===== src/rtl/count_enable_gen.sv =====
// Generates one-cycle enable pulses every D clocks, either continuously or as a burst of L pulses.
// Latency: first pulse is registered D edges after the accepted start, and every D edges after that.
// Backpressure: none; start is honoured only in IDLE, and stop aborts RUN immediately without done.
module count_enable_gen #(
   parameter int DIV_WIDTH   = 8,
   parameter int BURST_WIDTH = 8
) (
   input  logic                   clk,
   input  logic                   rst,
   input  logic                   start,
   input  logic                   stop,
   input  logic                   mode,
   input  logic [DIV_WIDTH-1:0]   div,
   input  logic [BURST_WIDTH-1:0] burst_len,
   output logic                   en,
   output logic                   busy,
   output logic                   done,
   output logic [BURST_WIDTH-1:0] tick_cnt
);

   typedef enum logic [1:0] {
      S_IDLE = 2'd0,
      S_RUN  = 2'd1,
      S_DONE = 2'd2
   } state_t;

   localparam logic [DIV_WIDTH-1:0]   DIV_ONE   = {{(DIV_WIDTH-1){1'b0}}, 1'b1};
   localparam logic [BURST_WIDTH-1:0] BURST_ONE = {{(BURST_WIDTH-1){1'b0}}, 1'b1};

   state_t                 state;
   logic                   mode_q;
   logic [DIV_WIDTH-1:0]   div_q;
   logic [BURST_WIDTH-1:0] len_q;
   logic [DIV_WIDTH-1:0]   presc;

   // Last prescaler value before a wrap, and the pulse count after the next pulse.
   logic [DIV_WIDTH-1:0]   div_last;
   logic [BURST_WIDTH-1:0] tick_next;
   logic                   wrap;

   // Derived compare values for the prescaler wrap and burst end.
   always_comb begin
      div_last  = div_q - DIV_ONE;
      tick_next = tick_cnt + BURST_ONE;
      wrap      = (presc == div_last);
   end

   // Control FSM with all outputs registered.
   always_ff @(posedge clk or posedge rst) begin
      if (rst) begin
         state    <= S_IDLE;
         mode_q   <= 1'b0;
         div_q    <= DIV_ONE;
         len_q    <= BURST_ONE;
         presc    <= '0;
         en       <= 1'b0;
         busy     <= 1'b0;
         done     <= 1'b0;
         tick_cnt <= '0;
      end else begin
         case (state)
            S_IDLE: begin
               en   <= 1'b0;
               done <= 1'b0;
               busy <= 1'b0;
               // Stop has priority over a coincident start.
               if (start && !stop) begin
                  mode_q   <= mode;
                  // Zero ratio or length would never fire; treat them as one.
                  div_q    <= (div == '0) ? DIV_ONE : div;
                  len_q    <= (burst_len == '0) ? BURST_ONE : burst_len;
                  presc    <= '0;
                  tick_cnt <= '0;
                  busy     <= 1'b1;
                  state    <= S_RUN;
               end
            end
            S_RUN: begin
               done <= 1'b0;
               if (stop) begin
                  // Abort: a pulse due on this edge is suppressed, no done.
                  en    <= 1'b0;
                  busy  <= 1'b0;
                  state <= S_IDLE;
               end else if (wrap) begin
                  presc    <= '0;
                  en       <= 1'b1;
                  tick_cnt <= tick_next;
                  if (mode_q && (tick_next == len_q)) begin
                     state <= S_DONE;
                  end
               end else begin
                  presc <= presc + DIV_ONE;
                  en    <= 1'b0;
               end
            end
            S_DONE: begin
               // Busy stays up through the final pulse and drops together with done.
               en    <= 1'b0;
               done  <= 1'b1;
               busy  <= 1'b0;
               state <= S_IDLE;
            end
            default: begin
               en    <= 1'b0;
               busy  <= 1'b0;
               done  <= 1'b0;
               state <= S_IDLE;
            end
         endcase
      end
   end

endmodule

===== config.mk =====
export PLATFORM = sky130hd
export DESIGN_NAME = count_enable_gen
export DESIGN_NICKNAME = d
export VERILOG_FILES = /design/src/rtl/count_enable_gen.sv
export SDC_FILE = /design/constraint.sdc
export NUM_CORES = 1
export LEC_CHECK = 0
export ABC_AREA = 0
export CAP_MARGIN = 10
export CORE_UTILIZATION = 40
export CTS_CLUSTER_DIAMETER = 60
export CTS_CLUSTER_SIZE = 28
export DETAILED_ROUTE_END_ITERATION = 8
export SYNTH_ARGS = -nofsm -noshare
export SYNTH_HDL_FRONTEND = slang
export SYNTH_SLANG_ARGS = --single-unit

===== constraint.sdc =====
create_clock -name clk -period 3.1 [get_ports clk]
set_input_delay 0.93 -clock clk [delete_from_list [all_inputs] [get_ports clk]]
set_output_delay 0.93 -clock clk [all_outputs]
set_load 0.005 [all_outputs]

After elaboration in Yosys (flattened, before gate mapping):

Index checks and enable logic that the tools add are counted.

* register bits after elaboration: 38
* logic and storage cells: 54
* input bits: 21

* $add $sub $neg: 3
* eq/ne operators: 10
* multiplexer cells: 21
* reductions and logical operators: 11

Operators with widths (count)
* 8-bit 2-to-1 mux: 7
* 8-bit case mux with 2 select lines: 2
* 8-bit by 1-bit adder with 8-bit output (second input constant): 2
* 8-bit == test: 2
* 8-bit zero test: 2
* 2-bit 2-to-1 mux: 4
* 2-bit inequality test (second input constant): 4
* 8-bit by 1-bit subtractor with 8-bit output (second input constant): 1
* 1-bit 2-to-1 mux: 6
* 3-bit inequality test (second input constant): 2
* 3-bit AND reduction: 2
* 2-bit case mux with 2 select lines: 1
* 4-bit AND reduction: 1
* 2-bit by 1-bit == test with 1-bit output (second input constant): 1
* 2-bit == test (second input constant): 1
* 1-bit logical AND: 2
* 2-bit zero test: 1
* 1-bit case mux with 2 select lines: 1
* 2-bit AND reduction: 1
* 2-bit nonzero test: 1
* 1-bit zero test: 1

Logic depth before layout (Yosys ltp):

Gate-level depths: netlist of run 1.

* depth in word-level cells: 7
* depth in mapped cells: 10

Worst setup path before layout of run 1:

OpenSTA, ideal clock, no wires.

* path kind: register to register
* from: reg div_q[0]
* to: reg tick_cnt[3]
* path buffers: 1
* stages on the path, launching flop included: 8
* arrival: 2.378 ns
* setup slack: 0.601 ns
* cell sequence: dfstp_2 > or4_4 > or4b_4 > a21oi_4 > o2111ai_4 > or2_1 > buf_6 > a32o_1

* word-level cells in the longest chain between the ends: 4

RTL lines
* start, declared: line 32 `logic [DIV_WIDTH-1:0] div_q;`
* start signal, assigned: line 70 `div_q <= (div == '0) ? DIV_ONE : div;`
* 8-bit by 1-bit subtractor with 8-bit output: line 43 `div_last = div_q - DIV_ONE;`
* 8-bit == test: line 45 `wrap = (presc == div_last);`
* 2-bit inequality test (no line)
* 4-bit AND reduction (no line)
* end signal, assigned: line 88 `tick_cnt <= tick_next;`
* end, declared: line 18 `output logic [BURST_WIDTH-1:0] tick_cnt`

No other way between the ends.
A chain may end at the register's enable or synchronous reset.

Final worst setup path of run 1:

* from: reg div_q[2]
* to: reg tick_cnt[3]

The elaborated chain is that of the path after synthesis.

==> impl_metrics.json, run 1 <==
{
  "outcome": "finished clean",
  "cts.clk_slew.worst_paths_ns": 0.07,
  "yosysSeqAreaShare": 0.433,
  "ys_types": 46,
  "die_w_um": 76.2,
  "fp.dieH_um": 76.2,
  "synth_top_area_frac": 0.409,
  "wl_per_cell_um": 13.2,
  "crit_start": "div_q[2]",
  "r2r_start": "div_q[2]",
  "syn_inst": 247,
  "post_cts_buffers": 0,
  "place_congestion": 0.747,
  "wl_um": 4610,
  "drt_first_iter_violations": 151,
  "p_leak_nw": 1.15,
  "power.internal_mw": 1.05,
  "synth_area_mm2": 0.00220,
  "cts_root_buf": "clkbuf_8",
  "core-area_mm2": 0.00520,
  "synth_ff_type": "dfrtp_1",
  "setup_viol": 0,
  "syn_area_per_cell_um2": 8.91,
  "tightest_slew_ns": 0.485,
  "finalWorstPathRequiredPeriod_ns": 2.68,
  "grt_pass1_wl_um": 7800,
  "combPwrFrac": 0.335,
  "crit_required_ns": 3.28,
  "path_class": "register to register",
  "io_buffer_count": 31,
  "drv_slew": 0,
  "num_rows": 26,
  "cp.arrival_ns": 2.86,
  "postLayoutCoreUtil": 0.512,
  "reg2reg_to": "tick_cnt[3]",
  "period_share": 0.865,
  "r2r_cells": 6,
  "wl_met1_um": 2400,
  "numCtsBuffers": 5,
  "drc": 0,
  "grt_max_degree": 39,
  "wl_met3_um": 198,
  "power.density_mw_per_mm2": 609,
  "crit_path_end_kind": "register",
  "fmaxAchievable_mhz": 373,
  "grt_usage": 0.170,
  "fillers": 505,
  "grt_pass1_vias": 1638,
  "dieArea_mm2": 0.00580,
  "antenna_found_initial": 0,
  "rsz0062_at_grt": "no",
  "synthArstFlopShare": 1.00,
  "switchingPower_mw": 0.569,
  "critPathLaunchType": "register",
  "detailedRoute.firstPassIterationCount": 4,
  "final_nets": 302,
  "p_clk_frac": 0.198,
  "fin_skew_ns": 0.00667,
  "ant_nets": 0,
  "r2r_setup_slack_ns": 0.42,
  "insertion_delay_ns": 0.28,
  "wl_met2_um": 1970,
  "syn-num-nets": 271,
  "yosys-top-cells-area": "dfrtp_1, nand2_1, xnor2_1",
  "grt.overflow.total": 0,
  "htreeDepth": 2,
  "ios": 32,
  "synth_edf_count": 0,
  "synth-warning-count": 0,
  "finalHoldViolCount": 0,
  "power.total_mw": 1.62,
  "antenna_cells": 0,
  "vias": 1815,
  "initial_core_util": 0.423,
  "ctsResizeCount": 0,
  "relSlewSlack": 0.676,
  "pwr-share-seq": 0.467,
  "hold_path.class": "register to register",
  "drt-vias-per-instance": 5.20,
  "fin_setup_tns_ns": 0,
  "cts_hold_buf": 0,
  "crit_path_end": "tick_cnt[3]",
  "ir_drop_v": 0.000327,
  "cts_tree": "done",
  "cts.sinks": 38,
  "cap_violations": 0,
  "cts.path.max_buffers": 2,
  "crit_fanout": 11,
  "drive_above_1_share": 0.0789,
  "place_hpwl_um": 3350,
  "area_delta_synth_final_pct": 21.1,
  "synth-seq-cells": 38,
  "p_sw_frac": 0.351,
  "yosysTopAreaCell": "dfrtp_1",
  "dr.max_layer_used": "met4"
}
==> how the worst min path moves through the flow <==
| stage | start | end | slack [ns] | cells past startpoint |
|---|---|---|---|---|
| after floorplan | mode_q | mode_q | 0.45 | 2 |
| after global placement | len_q[0] | len_q[0] | 0.48 | 2 |
| after detailed placement | len_q[0] | len_q[0] | 0.48 | 2 |
| after CTS | len_q[0] | len_q[0] | 0.49 | 2 |
| after global routing | len_q[3] | len_q[3] | 0.52 | 2 |
| final | len_q[0] | len_q[0] | 0.49 | 2 |
==> cell type report <==
class	count	area, um2	area share
Clock buffer	8	80.1	0.0300
Inverter	12	45.0	0.0169
Multi-Input combinational cell	184	1140	0.429
Sequential cell	38	953	0.358
Tap cell	70	87.6	0.0328
Timing Repair Buffer	37	355	0.133
==> logic make-up (layout without fill, tap and decap cells) <==
| kind of cell | after synthesis | count (layout) | synth area share |
|---|---|---|---|
| simple gates | 115 | 115 | 0.258 |
| flops | 38 | 38 | 0.433 |
| buf+inv | 25 | 57 | 0.0466 |
| compound gates | 42 | 42 | 0.147 |
| mux | 4 | 4 | 0.0182 |
| fa+ha+maj | 3 | 3 | 0.0171 |
| xor+xnor | 20 | 20 | 0.0796 |
==> power groups by stage <==
| stage | clock [mW] | combinational [mW] | sequential (mW) |
|---|---|---|---|
| 4_1_cts | 0.334 | 0.552 | 0.757 |
| 5_1_grt | 0.356 | 0.618 | 0.776 |
| 2_1_floorplan | 0 | 0.450 | 0.715 |
| 6_report | 0.321 | 0.544 | 0.758 |
| 3_3_place_gp | 0 | 0.546 | 0.764 |
| 3_5_place_dp | 0 | 0.549 | 0.766 |
==> cell usage after synthesis (all sizes together), types with 3 or more instances <==
cell,instances
a21oi,3
a31oi,4
and3,5
clkbuf,11
dfrtp,36
ha,3
inv,12
mux2i,4
nand2,53
nand2b,6
nand3,12
nand4,5
nor2,6
nor2b,3
nor3,7
nor4,4
o211a,3
o211ai,6
o21ai,11
or2,4
or3,3
xnor2,15
xor2,5
==> per-stage QoR <==
stage                     std cells  setup slack, ns  hold WS [ns]  area [um2]
final                           349            0.418         0.486        2670
after global routing            349            0.300         0.519        2670
after CTS                       349            0.426         0.490        2670
after detailed placement        341            0.443         0.479        2590
after global placement          341            0.465         0.478        2590
after floorplan                 247            0.601         0.445        2200
==> per-layer routing <==
| layer | GRT usage | up-vias |
|---|---|---|
| met2 | 0.247 | 44 |
| met1 | 0.251 | 837 |
| met4 | 0.0519 | 0 |
| met3 | 0.0371 | 4 |
| met5 | 0 | - |
| li1 | - | 930 |
==> sequential cells by signal (all words and copies together), names as in the netlist <==
name / cells
busy: 1
div_q: 8
done: 1
en: 1
len_q: 8
mode_q: 1
presc: 8
state: 2
tick_cnt: 8
==> worst max-delay path, cell delays in order, from the launching register on <==
cell and delay (ns):
dfrtp_1 0.43, or4_4 0.53, or4b_4 0.54, a21oi_4 0.15, o2111ai_4 0.23, or2_1 0.40
a32o_1 0.29
==> layout by cell type (no fill, tap or decap), drive strengths merged, types with 2 or more instances in the layout <==
cell type and instances:
nand2 53, dfrtp 36, clkdlybuf4s50 31, xnor2 15
nand3 12, inv 12, o21ai 11, clkbuf 8
nor3 7, nand2b 6, nor2 6, o211ai 6
buf 6, xor2 5, nand4 5, and3 5
nor4 4, mux2i 4, a31oi 4, or2 4
nor2b 3, o211a 3, or3 3, ha 3
a21oi 3, o311ai 2, a211oi 2, a31o 2
a32o 2, o22ai 2, dfstp 2, or4 2
Note: power is estimated with default switching activity, not from simulation.
==> inputs of run 2 (changes only) <==
Settings changed: CORE_ASPECT_RATIO from default to 0.6, GPL_TIMING_DRIVEN from default to 0, PLACE_DENSITY from default to 0.68.
==> impl_metrics.json, run 2 (synthesized netlist as in run 1, its figures left out) <==
{
  "outcome": "finished with violations",
  "violations": "design-rule violations",
  "whs_ns": 0.486,
  "post_cts_buffers": 0,
  "numCtsBuffers": 5,
  "drive_above_1_share": 0.0734,
  "final_cell_mix": "nand2_1, dfrtp_1, clkdlybuf4s50_1",
  "grt.overflow.total": 0,
  "cts_tree": "done",
  "pwr-share-seq": 0.439,
  "grt_usage": 0.199,
  "drv_slew": 0,
  "path_depth": 6,
  "grt_pass1_vias": 1741,
  "grt_pass1_wl_um": 8790,
  "cts_hold_buf": 0,
  "core-area_mm2": 0.00518,
  "crit_start": "div_q[2]",
  "switchingPower_mw": 0.609,
  "worstPathCellList": "or4_4 > o211a_1 > a311o_1 > o2111ai_4 > nand2_1 > o311ai_0",
  "initial_core_util": 0.425,
  "tightest_slew_ns": 0.808,
  "critPathLaunchType": "register",
  "critPathSlowestCell": "or4_4",
  "p_sw_frac": 0.362,
  "drt_first_iter_violations": 165,
  "path_delay_family": "compound AO/OA/AOI/OAI gates",
  "finalHoldViolCount": 0,
  "ir_drop_v": 0.000290,
  "crit_fanout": 8,
  "cts.sinks": 38,
  "cpPeakStageDelay_ns": 0.55,
  "die_w_um": 97.8,
  "cp_num_buf_inv": 0,
  "finalWorstPathRequiredPeriod_ns": 2.89,
  "crit_path_end": "presc[5]",
  "dieArea_mm2": 0.00581,
  "insertion_delay_ns": 0.29,
  "fmaxAchievable_mhz": 346,
  "rsz0062_at_grt": "no",
  "cts.clk_slew.worst_paths_ns": 0.07,
  "wl_per_cell_um": 14.8,
  "combPwrFrac": 0.348,
  "p_leak_nw": 1.15,
  "drt-vias-per-instance": 5.44,
  "path_class": "register to register",
  "crit_required_ns": 3.22,
  "place_congestion": 0.793,
  "r2r_start": "div_q[2]",
  "ant_nets": 0,
  "wl_um": 5200,
  "hold_path.class": "register to register",
  "drc": 4,
  "antenna_found_initial": 0,
  "fin_setup_tns_ns": 0,
  "cts_root_buf": "clkbuf_8",
  "place_hpwl_um": 3770,
  "crit_path_end_kind": "register",
  "cp.arrival_ns": 3.02,
  "period_share": 0.933,
  "detailedRoute.firstPassIterationCount": 6,
  "r2r_setup_slack_ns": 0.21,
  "relSlewSlack": 0.460,
  "power.density_mw_per_mm2": 626,
  "r2r_cells": 6,
  "fin_skew_ns": 0.00669,
  "htreeDepth": 2,
  "p_clk_frac": 0.213,
  "cap_violations": 0,
  "reg2reg_to": "presc[5]",
  "cts.path.max_buffers": 2,
  "grt_max_degree": 39,
  "setup_viol": 0,
  "layout_commonest_cell": "nand2_1",
  "fp.dieH_um": 59.5,
  "io_buffer_count": 31,
  "vias": 1915,
  "ios": 32,
  "area_delta_synth_final_pct": 22.0,
  "ctsResizeCount": 0,
  "num_rows": 20,
  "antenna_cells": 0,
  "power.internal_mw": 1.07,
  "final_nets": 309
}
-- run 2: power by group through the flow --
stage	registers [mW]	clock network [mW]	logic, mW
4_1_cts	0.739	0.367	0.586
2_1_floorplan	0.715	0	0.450
5_1_grt	0.758	0.392	0.663
6_report	0.739	0.358	0.585
3_5_place_dp	0.748	0	0.583
3_3_place_gp	0.744	0	0.565
-- run 2: worst min path at each step --
stage              from  endpoint  slack (ns)  cells after the start
2_1_floorplan    mode_q    mode_q        0.45                      2
3_3_place_gp   len_q[0]  len_q[0]        0.48                      2
3_5_place_dp   len_q[0]  len_q[0]        0.48                      2
4_1_cts        len_q[0]  len_q[0]        0.49                      2
5_1_grt        len_q[0]  len_q[0]        0.50                      2
6_report       len_q[0]  len_q[0]        0.49                      2
-- run 2: area by class of cell --
| type | count | area, um2 |
|---|---|---|
| Clock buffer | 7 | 86.3 |
| Inverter | 12 | 45.0 |
| Sequential cell | 38 | 953 |
| Clock inverter | 1 | 5.00 |
| Multi-Input combinational cell | 184 | 1140 |
| Fill cell | 501 | 2490 |
| Buffer | 13 | 57.6 |
| Tap cell | 66 | 82.6 |
| Timing Repair Buffer | 31 | 310 |
-- run 2: layer usage --
metal / track usage / up-vias / wire length (um)
li1: - / 947 / -
met2: 0.261 / 54 / 2000
met1: 0.317 / 910 / 2840
met3: 0.0460 / 4 / 341
met4: 0.0519 / 0 / 24
met5: 0 / - / 0
-- run 2: per-stage QoR --
step                area, um2  utilization  setup slack (ns)  power [mW]  std cells
floorplan                2200            -             0.601        1.17        247
CTS                      2690        0.518             0.248        1.69        352
detailed placement       2590        0.501            0.0645        1.33        344
global route             2690        0.518            0.0529        1.81        352
global placement         2590        0.501            0.0462        1.31        344
finish                   2690        0.518             0.206        1.68        352
-- run 2: worst reg2reg max path, delay by kind of cell, from the launching register on --
kind            cells  cell delay [ns]
compound gates      4             1.49
simple gates        2             0.80
flops               1             0.45
==> inputs of run 3 (changes only) <==
Settings changed: MAX_ROUTING_LAYER from default to met4.
==> impl_metrics.json, run 3 (synthesized netlist as in run 1, its figures left out) <==
{
  "fin_skew_ns": 0.00596,
  "drive_above_1_share": 0.0734,
  "ios": 32,
  "place_congestion": 0.804,
  "worstHoldStart": "len_q[0]",
  "ctsResizeCount": 0,
  "layout_commonest_cell": "nand2_1",
  "path_class": "register to register",
  "vias": 1918,
  "antenna_cells": 0,
  "cp.arrival_ns": 3.02,
  "tightest_slew_ns": 0.797,
  "cap_violations": 0,
  "hold_path.class": "register to register",
  "relSlewSlack": 0.468,
  "initial_core_util": 0.425,
  "critPathLaunchType": "register",
  "r2r_cells": 6,
  "critPathSlowestCell": "or4_4",
  "r2r_setup_slack_ns": 0.21,
  "layout_setup_ws_ns": 0.210,
  "finalWorstPathRequiredPeriod_ns": 2.89,
  "cts.clk_slew.worst_paths_ns": 0.07,
  "fp.dieH_um": 59.5,
  "cpPeakStageDelay_ns": 0.55,
  "violations": "design-rule violations",
  "ant_nets": 0,
  "drv_slew": 0,
  "p_leak_nw": 1.15,
  "rsz0062_at_grt": "no",
  "outcome": "finished with violations",
  "final_cell_mix": "nand2_1, dfrtp_1, clkdlybuf4s50_1",
  "grt_usage": 0.205,
  "layout.cells.non_filler": 352,
  "cts_root_buf": "clkbuf_8",
  "detailedRoute.firstPassIterationCount": 6,
  "period_share": 0.932,
  "setup_viol": 0,
  "insertion_delay_ns": 0.29,
  "wl_um": 5180,
  "grt_max_degree": 39,
  "grt_pass1_vias": 1738,
  "place_area_mm2": 0.00259,
  "grt_pass1_wl_um": 8800,
  "dieArea_mm2": 0.00581,
  "worstPathCellList": "or4_4 > o211a_1 > a311o_1 > o2111ai_4 > nand2_1 > o311ai_0",
  "wl_per_cell_um": 14.7,
  "whs_ns": 0.486,
  "post-place-ws_ns": 0.0645,
  "drc": 4,
  "post_cts_buffers": 0,
  "fmaxAchievable_mhz": 346,
  "cts_hold_buf": 0,
  "drt-vias-per-instance": 5.45,
  "crit_required_ns": 3.23,
  "htreeDepth": 2,
  "cts_tree": "done",
  "power.density_mw_per_mm2": 627,
  "crit_fanout": 8,
  "reg2reg_to": "presc[5]",
  "min_path_cells": 2,
  "hold_path_end": "len_q[0]",
  "cts.sinks": 38,
  "fin_setup_tns_ns": 0,
  "io_buffer_count": 31,
  "core-area_mm2": 0.00518,
  "dp_cells": 344,
  "ir_drop_v": 0.000290,
  "cts.path.max_buffers": 2,
  "finalHoldViolCount": 0,
  "drt_first_iter_violations": 153,
  "antenna_found_initial": 0,
  "final_nets": 309,
  "num_rows": 20,
  "place_hpwl_um": 3770,
  "numCtsBuffers": 5,
  "r2r_start": "div_q[2]",
  "area_delta_synth_final_pct": 22.0,
  "die_w_um": 97.8,
  "post-route-cell-area_mm2": 0.00269,
  "grt.overflow.total": 0,
  "crit_path_end_kind": "register"
}
run 3: cell counts in the layout (fill, tap and decap cells not counted):
No cell type changed its count.
run 3: worst max-delay path, delay by kind of cell, from the launching register on:
kind | cells | cell delay [ns]
compound gates | 4 | 1.49
flops | 1 | 0.45
simple gates | 2 | 0.79
run 3: per-layer routing:
layer | GRT usage | vias to the layer above | share of wire
li1 | - | 946 | -
met1 | 0.318 | 918 | 0.56
met2 | 0.261 | 50 | 0.38
met3 | 0.0448 | 4 | 0.058
met4 | 0.0519 | 0 | 0.0056
met5 | - | - | 0
run 3: how the worst max path moves through the flow:
stage               slack [ns]           to  depth (start not counted)     start
floorplan                 0.60  tick_cnt[3]                          7  div_q[0]
global placement          0.05     len_q[5]                          8      stop
detailed placement        0.06     len_q[2]                          8      stop
CTS                       0.25     presc[5]                          6  div_q[2]
global route              0.05     presc[5]                          6  div_q[2]
finish                    0.21     presc[5]                          6  div_q[2]
run 3: per-stage QoR:
step                      utilization  power, mW
after floorplan                     -       1.17
after global placement          0.501       1.31
after detailed placement        0.501       1.33
after CTS                       0.518       1.69
after global routing            0.518       1.81
final                           0.518       1.68
run 3: layout make-up:
cell class                      count  area, um2
Buffer                             13       57.6
Inverter                           12       45.0
Tap cell                           66       82.6
Clock buffer                        7       86.3
Fill cell                         501       2490
Clock inverter                      1       5.00
Sequential cell                    38        953
Multi-Input combinational cell    184       1140
Timing Repair Buffer               31        310
run 3: power breakdown:
part	internal, mW	total [mW]	leakage (nW)	switching [mW]
Combinational	0.275	0.584	0.613	0.309
Sequential	0.618	0.740	0.489	0.122
Clock	0.180	0.359	0.0482	0.180
Total	1.07	1.68	1.15	0.611
